--- src/rtl/nibbler_pkg.sv ---
// Shared types and constants for the Nibbler accumulator core.
// Provides opcode_t, state_t and instruction field positions.
package nibbler_pkg;

    localparam int INSTR_W = 16;
    localparam int OPC_MSB = 15;
    localparam int OPC_LSB = 12;

    typedef enum logic [3:0] {
        OP_NOP  = 4'h0,
        OP_LIT  = 4'h1,
        OP_ADD  = 4'h2,
        OP_SUB  = 4'h3,
        OP_NAND = 4'h4,
        OP_CMP  = 4'h5,
        OP_IN   = 4'h6,
        OP_OUT  = 4'h7,
        OP_JMP  = 4'h8,
        OP_JC   = 4'h9,
        OP_JNC  = 4'hA,
        OP_JZ   = 4'hB,
        OP_JNZ  = 4'hC,
        OP_CALL = 4'hD,
        OP_RET  = 4'hE,
        OP_HALT = 4'hF
    } opcode_t;

    typedef enum logic [1:0] {
        FETCH,
        EXEC,
        WAIT_IN,
        HALT
    } state_t;

endpackage

--- src/rtl/nibbler_if.sv ---
// Board-side bus of the Nibbler core: ROM fetch port and I/O ports.
// master = core (drives imem_addr, in_ack, out_*); slave = board.
interface nibbler_if
    import nibbler_pkg::*;
#(
    parameter int N       = 4,
    parameter int NUM_IN  = 3,
    parameter int NUM_OUT = 3,
    parameter int PC_W    = 12
);
    logic [PC_W-1:0]      imem_addr;
    logic [INSTR_W-1:0]   imem_data;
    logic [NUM_IN*N-1:0]  in_data;
    logic [NUM_IN-1:0]    in_valid;
    logic [NUM_IN-1:0]    in_ack;
    logic [NUM_OUT*N-1:0] out_data;
    logic [NUM_OUT-1:0]   out_strobe;

    modport master (
        output imem_addr,
        input  imem_data,
        input  in_data,
        input  in_valid,
        output in_ack,
        output out_data,
        output out_strobe
    );

    modport slave (
        input  imem_addr,
        output imem_data,
        output in_data,
        output in_valid,
        input  in_ack,
        input  out_data,
        input  out_strobe
    );
endinterface

--- src/rtl/nibbler_call_stack.sv ---
// Return-address LIFO for CALL/RET.
// Ports: clk, reset, push/pop + din, top (last pushed), full, empty.
module nibbler_call_stack #(
    parameter int W     = 12,
    parameter int DEPTH = 4
) (
    input  logic         clk,
    input  logic         reset,
    input  logic         push,
    input  logic         pop,
    input  logic [W-1:0] din,
    output logic [W-1:0] top,
    output logic         full,
    output logic         empty
);
    localparam int SP_W = $clog2(DEPTH + 1);
    localparam int AW   = (DEPTH > 1) ? $clog2(DEPTH) : 1;

    logic [W-1:0]    mem [DEPTH];
    logic [SP_W-1:0] sp;
    logic [SP_W-1:0] sp_dec;
    logic [AW-1:0]   wr_idx;
    logic [AW-1:0]   rd_idx;

    assign sp_dec = sp - SP_W'(1);
    assign wr_idx = AW'(sp);
    assign rd_idx = AW'(sp_dec);
    assign top    = mem[rd_idx];
    assign full   = (sp == SP_W'(DEPTH));
    assign empty  = (sp == '0);

    always_ff @(posedge clk or posedge reset) begin
        if (reset) begin
            sp <= '0;
        end else if (push && !full) begin
            sp <= sp + SP_W'(1);
        end else if (pop && !empty) begin
            sp <= sp_dec;
        end
    end

    // Storage needs no reset: sp gates every read.
    always_ff @(posedge clk) begin
        if (push && !full) begin
            mem[wr_idx] <= din;
        end
    end
endmodule

--- src/rtl/nibbler_core.sv ---
// Nibbler accumulator CPU: 2-cycle fetch/execute, C/Z flags, I/O, call stack.
// Ports: clk, reset, bus (ROM + I/O), accu, c_flag, z_flag, instr, halted, fault.
module nibbler_core
    import nibbler_pkg::*;
#(
    parameter int N           = 4,
    parameter int NUM_IN      = 3,
    parameter int NUM_OUT     = 3,
    parameter int PC_W        = 12,
    parameter int STACK_DEPTH = 4
) (
    input  logic               clk,
    input  logic               reset,
    nibbler_if.master          bus,
    output logic [N-1:0]       accu,
    output logic               c_flag,
    output logic               z_flag,
    output logic [INSTR_W-1:0] instr,
    output logic               halted,
    output logic               fault
);
    state_t               state;
    opcode_t              op;
    logic [PC_W-1:0]      pc;
    logic [PC_W-1:0]      pc_inc;
    logic [PC_W-1:0]      addr;
    logic [PC_W-1:0]      top;
    logic [N-1:0]         imm;
    logic [N-1:0]         nand_r;
    logic [N-1:0]         sel_word;
    logic [N:0]           sum;
    logic [N:0]           diff;
    logic [3:0]           port;
    logic [NUM_IN-1:0]    in_hit;
    logic [NUM_IN-1:0]    ack_q;
    logic [NUM_OUT-1:0]   out_hit;
    logic [NUM_OUT-1:0]   strobe_q;
    logic [NUM_OUT*N-1:0] out_q;
    logic                 in_ok;
    logic                 sel_valid;
    logic                 full;
    logic                 empty;
    logic                 push;
    logic                 pop;

    assign bus.imem_addr  = pc;
    assign bus.in_ack     = ack_q;
    assign bus.out_data   = out_q;
    assign bus.out_strobe = strobe_q;

    assign op     = opcode_t'(bus.imem_data[OPC_MSB:OPC_LSB]);
    assign imm    = bus.imem_data[N-1:0];
    assign addr   = bus.imem_data[PC_W-1:0];
    assign pc_inc = pc + PC_W'(1);
    assign sum    = {1'b0, accu} + {1'b0, imm};
    assign diff   = {1'b0, accu} - {1'b0, imm};
    assign nand_r = ~(accu & imm);

    // While waiting for input the ROM word is gone; use the latched copy.
    assign port = (state == EXEC) ? bus.imem_data[3:0] : instr[3:0];

    always_comb begin
        in_hit   = '0;
        sel_word = '0;
        for (int i = 0; i < NUM_IN; i++) begin
            in_hit[i] = (port == 4'(i));
            if (port == 4'(i)) sel_word = bus.in_data[i*N +: N];
        end
        out_hit = '0;
        for (int i = 0; i < NUM_OUT; i++) begin
            out_hit[i] = (port == 4'(i));
        end
    end

    assign in_ok     = |in_hit;
    assign sel_valid = |(in_hit & bus.in_valid);
    assign push      = (state == EXEC) && (op == OP_CALL) && !full;
    assign pop       = (state == EXEC) && (op == OP_RET) && !empty;

    nibbler_call_stack #(
        .W     (PC_W),
        .DEPTH (STACK_DEPTH)
    ) u_stack (
        .clk   (clk),
        .reset (reset),
        .push  (push),
        .pop   (pop),
        .din   (pc_inc),
        .top   (top),
        .full  (full),
        .empty (empty)
    );

    always_ff @(posedge clk or posedge reset) begin
        if (reset) begin
            state    <= FETCH;
            pc       <= '0;
            accu     <= '0;
            c_flag   <= 1'b0;
            z_flag   <= 1'b0;
            instr    <= '0;
            halted   <= 1'b0;
            fault    <= 1'b0;
            out_q    <= '0;
            ack_q    <= '0;
            strobe_q <= '0;
        end else begin
            ack_q    <= '0;
            strobe_q <= '0;
            unique case (state)
                FETCH: state <= EXEC;
                EXEC: begin
                    instr <= bus.imem_data;
                    pc    <= pc_inc;
                    state <= FETCH;
                    unique case (op)
                        OP_NOP: ;
                        OP_LIT: begin
                            accu   <= imm;
                            z_flag <= (imm == '0);
                        end
                        OP_ADD: begin
                            {c_flag, accu} <= sum;
                            z_flag <= (sum[N-1:0] == '0);
                        end
                        OP_SUB: begin
                            accu   <= diff[N-1:0];
                            c_flag <= diff[N];
                            z_flag <= (diff[N-1:0] == '0);
                        end
                        OP_NAND: begin
                            accu   <= nand_r;
                            z_flag <= (nand_r == '0);
                        end
                        OP_CMP: begin
                            c_flag <= diff[N];
                            z_flag <= (diff[N-1:0] == '0);
                        end
                        OP_IN: begin
                            if (!in_ok) begin
                                accu   <= '0;
                                z_flag <= 1'b1;
                            end else if (sel_valid) begin
                                accu   <= sel_word;
                                z_flag <= (sel_word == '0);
                                ack_q  <= in_hit;
                            end else begin
                                state <= WAIT_IN;
                            end
                        end
                        OP_OUT: begin
                            for (int i = 0; i < NUM_OUT; i++) begin
                                if (out_hit[i]) out_q[i*N +: N] <= accu;
                            end
                            strobe_q <= out_hit;
                        end
                        OP_JMP: pc <= addr;
                        OP_JC:  if (c_flag) pc <= addr;
                        OP_JNC: if (!c_flag) pc <= addr;
                        OP_JZ:  if (z_flag) pc <= addr;
                        OP_JNZ: if (!z_flag) pc <= addr;
                        OP_CALL: begin
                            if (full) begin
                                pc     <= pc;
                                fault  <= 1'b1;
                                halted <= 1'b1;
                                state  <= HALT;
                            end else begin
                                pc <= addr;
                            end
                        end
                        OP_RET: begin
                            if (empty) begin
                                pc     <= pc;
                                fault  <= 1'b1;
                                halted <= 1'b1;
                                state  <= HALT;
                            end else begin
                                pc <= top;
                            end
                        end
                        OP_HALT: begin
                            halted <= 1'b1;
                            state  <= HALT;
                        end
                    endcase
                end
                WAIT_IN: begin
                    if (sel_valid) begin
                        accu   <= sel_word;
                        z_flag <= (sel_word == '0);
                        ack_q  <= in_hit;
                        state  <= FETCH;
                    end
                end
                HALT: ;
            endcase
        end
    end
endmodule
--- src/flat_wrapper.sv ---
// flat-port wrapper written by rule: the top's interface ports become plain ports
module nibbler_core_flat import nibbler_pkg::*;
#(
    parameter int N           = 4,
    parameter int NUM_IN      = 3,
    parameter int NUM_OUT     = 3,
    parameter int PC_W        = 12,
    parameter int STACK_DEPTH = 4
)
  (clk, reset, accu, c_flag, z_flag, instr, halted, fault, bus_imem_addr, bus_imem_data, bus_in_data, bus_in_valid, bus_in_ack, bus_out_data, bus_out_strobe);
  nibbler_if #(.N(N), .NUM_IN(NUM_IN), .NUM_OUT(NUM_OUT), .PC_W(PC_W)) bus_i ();
  input  logic clk;
  input  logic reset;
  output logic [N-1:0] accu;
  output logic c_flag;
  output logic z_flag;
  output logic [INSTR_W-1:0] instr;
  output logic halted;
  output logic fault;
  output wire logic [$bits(bus_i.imem_addr)-1:0] bus_imem_addr;
  input wire logic [$bits(bus_i.imem_data)-1:0] bus_imem_data;
  input wire logic [$bits(bus_i.in_data)-1:0] bus_in_data;
  input wire logic [$bits(bus_i.in_valid)-1:0] bus_in_valid;
  output wire logic [$bits(bus_i.in_ack)-1:0] bus_in_ack;
  output wire logic [$bits(bus_i.out_data)-1:0] bus_out_data;
  output wire logic [$bits(bus_i.out_strobe)-1:0] bus_out_strobe;
  assign bus_imem_addr = bus_i.imem_addr;
  assign bus_i.imem_data = bus_imem_data;
  assign bus_i.in_data = bus_in_data;
  assign bus_i.in_valid = bus_in_valid;
  assign bus_in_ack = bus_i.in_ack;
  assign bus_out_data = bus_i.out_data;
  assign bus_out_strobe = bus_i.out_strobe;
  nibbler_core #(.N(N), .NUM_IN(NUM_IN), .NUM_OUT(NUM_OUT), .PC_W(PC_W), .STACK_DEPTH(STACK_DEPTH)) u_core (.clk(clk), .reset(reset), .bus(bus_i), .accu(accu), .c_flag(c_flag), .z_flag(z_flag), .instr(instr), .halted(halted), .fault(fault));
endmodule
--- config.mk ---
export PLATFORM = sky130hd
export DESIGN_NAME = nibbler_core_flat
export DESIGN_NICKNAME = d
export VERILOG_FILES = /design/src/rtl/nibbler_pkg.sv /design/src/rtl/nibbler_if.sv /design/src/rtl/nibbler_call_stack.sv /design/src/rtl/nibbler_core.sv /design/src/flat_wrapper.sv
export SDC_FILE = /design/constraint.sdc
export NUM_CORES = 1
export LEC_CHECK = 0
export CORE_MARGIN = 2
export CORE_UTILIZATION = 30
export DETAILED_ROUTE_END_ITERATION = 7
export GPL_ROUTABILITY_DRIVEN = 0
export SYNTH_ARGS = -nofsm -noshare
export SYNTH_HDL_FRONTEND = slang
export SYNTH_SLANG_ARGS = --single-unit
--- constraint.sdc ---
create_clock -name clk -period 2.95 [get_ports clk]
set_clock_uncertainty 0.2 [all_clocks]
set_input_delay 0.295 -clock clk [delete_from_list [all_inputs] [get_ports clk]]
set_output_delay 0.295 -clock clk [all_outputs]
set_load 0.05 [all_outputs]
==> flow_summary_export.csv <==
group,metric,value,unit
timing,worstMarginPinSlew,0.614,ns
final_layout,nets,660,
synthesis,synth_cell_types,68,
synthesis,synth_ff_type,"dfrtp_1",
grt,grt_max_degree,37,
synthesis,synth_area_leaders,"dfrtp_1 (26%), edfxtp_1 (25%), mux2_2 (5.1%), mux4_2 (4.7%), ha_1 (3.9%)",
synthesis,synth_top_area_share,25.6,%
final_layout,antenna_cells,0,
routing,wl_per_cell,19.5,µm
synthesis,synth_area,0.00576,mm²
power_and_ir_drop,p_switching,3.25,mW
timing,min_period_over_period,91.9,%
routing,drt_iter0_markers,463,
synthesis,yosys.area.top_type,"dfrtp_1",
flow_run,drv_cap,0,
synthesis,synth.yosys.seq_area_share,50.7,%
floorplan,dieArea,0.0203,mm²
power_and_ir_drop,power_frac_clock,16.7,%
clock_network,htree_levels,3,
routing,antenna_left,0,
worst_setup_path,crit_fanout,13,
synthesis,synthesis.instances,502,
clock_network,numCtsBuffers,9,
floorplan,io_pins,87,
timing,slew_viol_final,0,
routing,vias_per_cell,5.48,
worst_setup_path,path_class,"reg2reg",
worst_setup_path,critical_path_required,3.02,ns
power_and_ir_drop,comb_power_share,51.4,%
clock_network,post-cts-setup-buffers,0,
synthesis,yosysMostFrequentCell,"dfrtp_1",
synthesis,syn_area_per_cell,11.5,µm²
final_layout,stdcell_count,846,
worst_setup_path,r2r-start,"u_core.state[0]",
timing,period_minus_slack,2.71,ns
timing,hold_viol,0,
hold_path,hold_path.class,"in2async",
timing,fin_ws,0.239,ns
clock_network,clk-insertion-delay-late,0.36,ns
synthesis,ys_warn_count,0,
worst_setup_path,startpoint_type,"flop",
clock_network,post_cts_resized,0,
timing,rsz0062_at_grt,"no",
grt,grt.total_usage,16.6,%
worst_setup_path,critical_path_arrival,2.78,ns
synthesis,postSynthNetCount,555,
worst_setup_path,cp-startpoint,"u_core.state[0]",
final_layout,utilization,39.5,%
grt,gr-total-overflow,0,
power_and_ir_drop,vdd_drop_max,0.778,mV
clock_network,clock_sinks,107,
placed_design,hpwl,12100,µm
synthesis,synth_common_cells,"dfrtp_1 (59), edfxtp_1 (48), nand2_1 (31)",
final_layout,drive_above_1_share,16.2,%
worst_setup_path,r2r_slack,0.24,ns
timing,hold_slack,0.131,ns
clock_network,clk_pin_slew,0.07,ns
grt,grt_pass1_wl,26000,µm
clock_network,cts_buffer_depth,2,
floorplan,start_util,30.7,%
outcome,status,"finished, final reports clean",
synthesis,synth_seq_cells,107,
routing,vias,4632,
synthesis,synthArstFlopShare,55.1,%
power_and_ir_drop,p_seq_share,31.9,%
clock_network,cts-hold-fix-buffers,0,
routing,first_pass_iters,5,
placed_design,dp.cells,830,
power_and_ir_drop,powerDensity,993,mW/mm²
clock_network,root_buffer,"clkbuf_16",
power_and_ir_drop,p_leak,2.89,nW
floorplan,core_area,0.0188,mm²
placed_design,place_ws,0.0573,ns
floorplan,dieHeight,143,µm
clock_network,cts_tree,"done",
power_and_ir_drop,p_sw_share,44.2,%
power_and_ir_drop,finalPower,7.36,mW
worst_setup_path,end_kind,"flop",
routing,drc_errors,0,
placed_design,numPortBuffers,86,
timing,slew_headroom,58.7,%
synthesis,synth_edf_count,48,
timing,setup_violations,0,
floorplan,rows,50,
timing,tns,0,ns
final_layout,design_area,0.00741,mm²
timing,fmax,369,MHz
grt,grt_pass1_vias,4810,
power_and_ir_drop,intPower,4.11,mW
placed_design,place_area,0.00712,mm²
final_layout,area_delta_synth_final,28.7,%
routing,routed_wl,16500,µm
floorplan,die_w,143,µm
grt,antenna_found_initial,1,
==> sequential cells by signal, indices dropped and copies added, names as in the netlist <==
name,cells
u_core.u_stack.mem,48
u_core.instr,16
u_core.bus.imem_addr,12
u_core.bus.out_data,12
u_core.accu,4
u_core.bus.in_ack,3
u_core.bus.out_strobe,3
u_core.u_stack.sp,3
u_core.state,2
u_core.c_flag,1
u_core.fault,1
u_core.halted,1
u_core.z_flag,1
==> power by group through the flow <==
stage	logic [mW]	clock network, mW	registers, mW
global placement	3.71	0	2.37
detailed placement	3.78	0	2.38
CTS	3.80	1.26	2.35
floorplan	1.70	0	3.14
global route	4.05	1.32	2.40
finish	3.78	1.23	2.35
==> path summary, 6_finish.rpt <==
check,to,cells past startpoint
setup reg to reg,u_core.bus.in_ack[1],7
min in group clk,u_core.fault,1
max in group asynchronous,u_core.instr[14],3
setup / recovery,u_core.bus.in_ack[1],7
hold reg to reg,u_core.fault,1
hold / removal,u_core.instr[11],2
==> cell type report <==
class / instances / area (µm²)
Multi-Input combinational cell: 347 / 2650
Clock inverter: 5 / 61.3
Clock buffer: 11 / 233
Timing Repair Buffer: 119 / 1170
Sequential cell: 107 / 2920
Inverter: 23 / 86.3
Fill cell: 1814 / 11400
Tap cell: 234 / 293
==> logic make-up after synthesis <==
logic type               after synthesis  synth area share [%]
XOR/XNOR                              15                  2.28
multiplexers                          46                  11.2
buffers and inverters                 48                  3.37
adder cells (fa/ha/maj)               20                  4.61
AO/OA/AOI/OAI                        120                  14.1
AND/OR/NAND/NOR                      146                  13.9
flip-flops                           107                  50.7
==> critical path, stage by stage (launching register included) <==
cell and delay (ns):
dfrtp_1 0.42, ha_1 0.25, buf_4 0.20, nor3_1 0.33, nor2_1 0.22, o22a_2 0.34
or4_1 0.52, nor3_2 0.14
==> routing by layer <==
layer | global-route usage, % | wire [µm] | share of wire, % | up-vias
li1 | - | - | - | 2113
met1 | 22.1 | 7210 | 44 | 2290
met5 | 0 | 13 | 0.079 | -
met3 | 3.63 | 1220 | 7.4 | 30
met4 | 4.95 | 306 | 1.9 | 2
met2 | 27.3 | 7750 | 47 | 197
==> cells in the final DEF (no fill, tap or decap), types with 5 or more instances in the layout <==
cell,netlist,final
nand3_1,11,11
mux2i_1,8,8
buf_4,1,28
and3_1,9,9
a222oi_1,6,6
nand4_1,5,5
edfxtp_1,48,48
xor2_1,8,8
dfrtp_1,59,59
ha_1,18,18
mux2_2,26,26
a21oi_1,30,30
clkdlybuf4s50_1,0,86
xnor2_1,7,7
buf_12,0,5
nand2_1,31,31
nor3_1,14,14
nor2_1,28,27
clkbuf_16,0,9
o21ai_0,26,26
nand2b_1,5,5
mux4_2,12,12
a31oi_1,5,5
inv_1,22,21
nor2b_1,14,14
No activity file was read; power rests on OpenSTA's default activity.
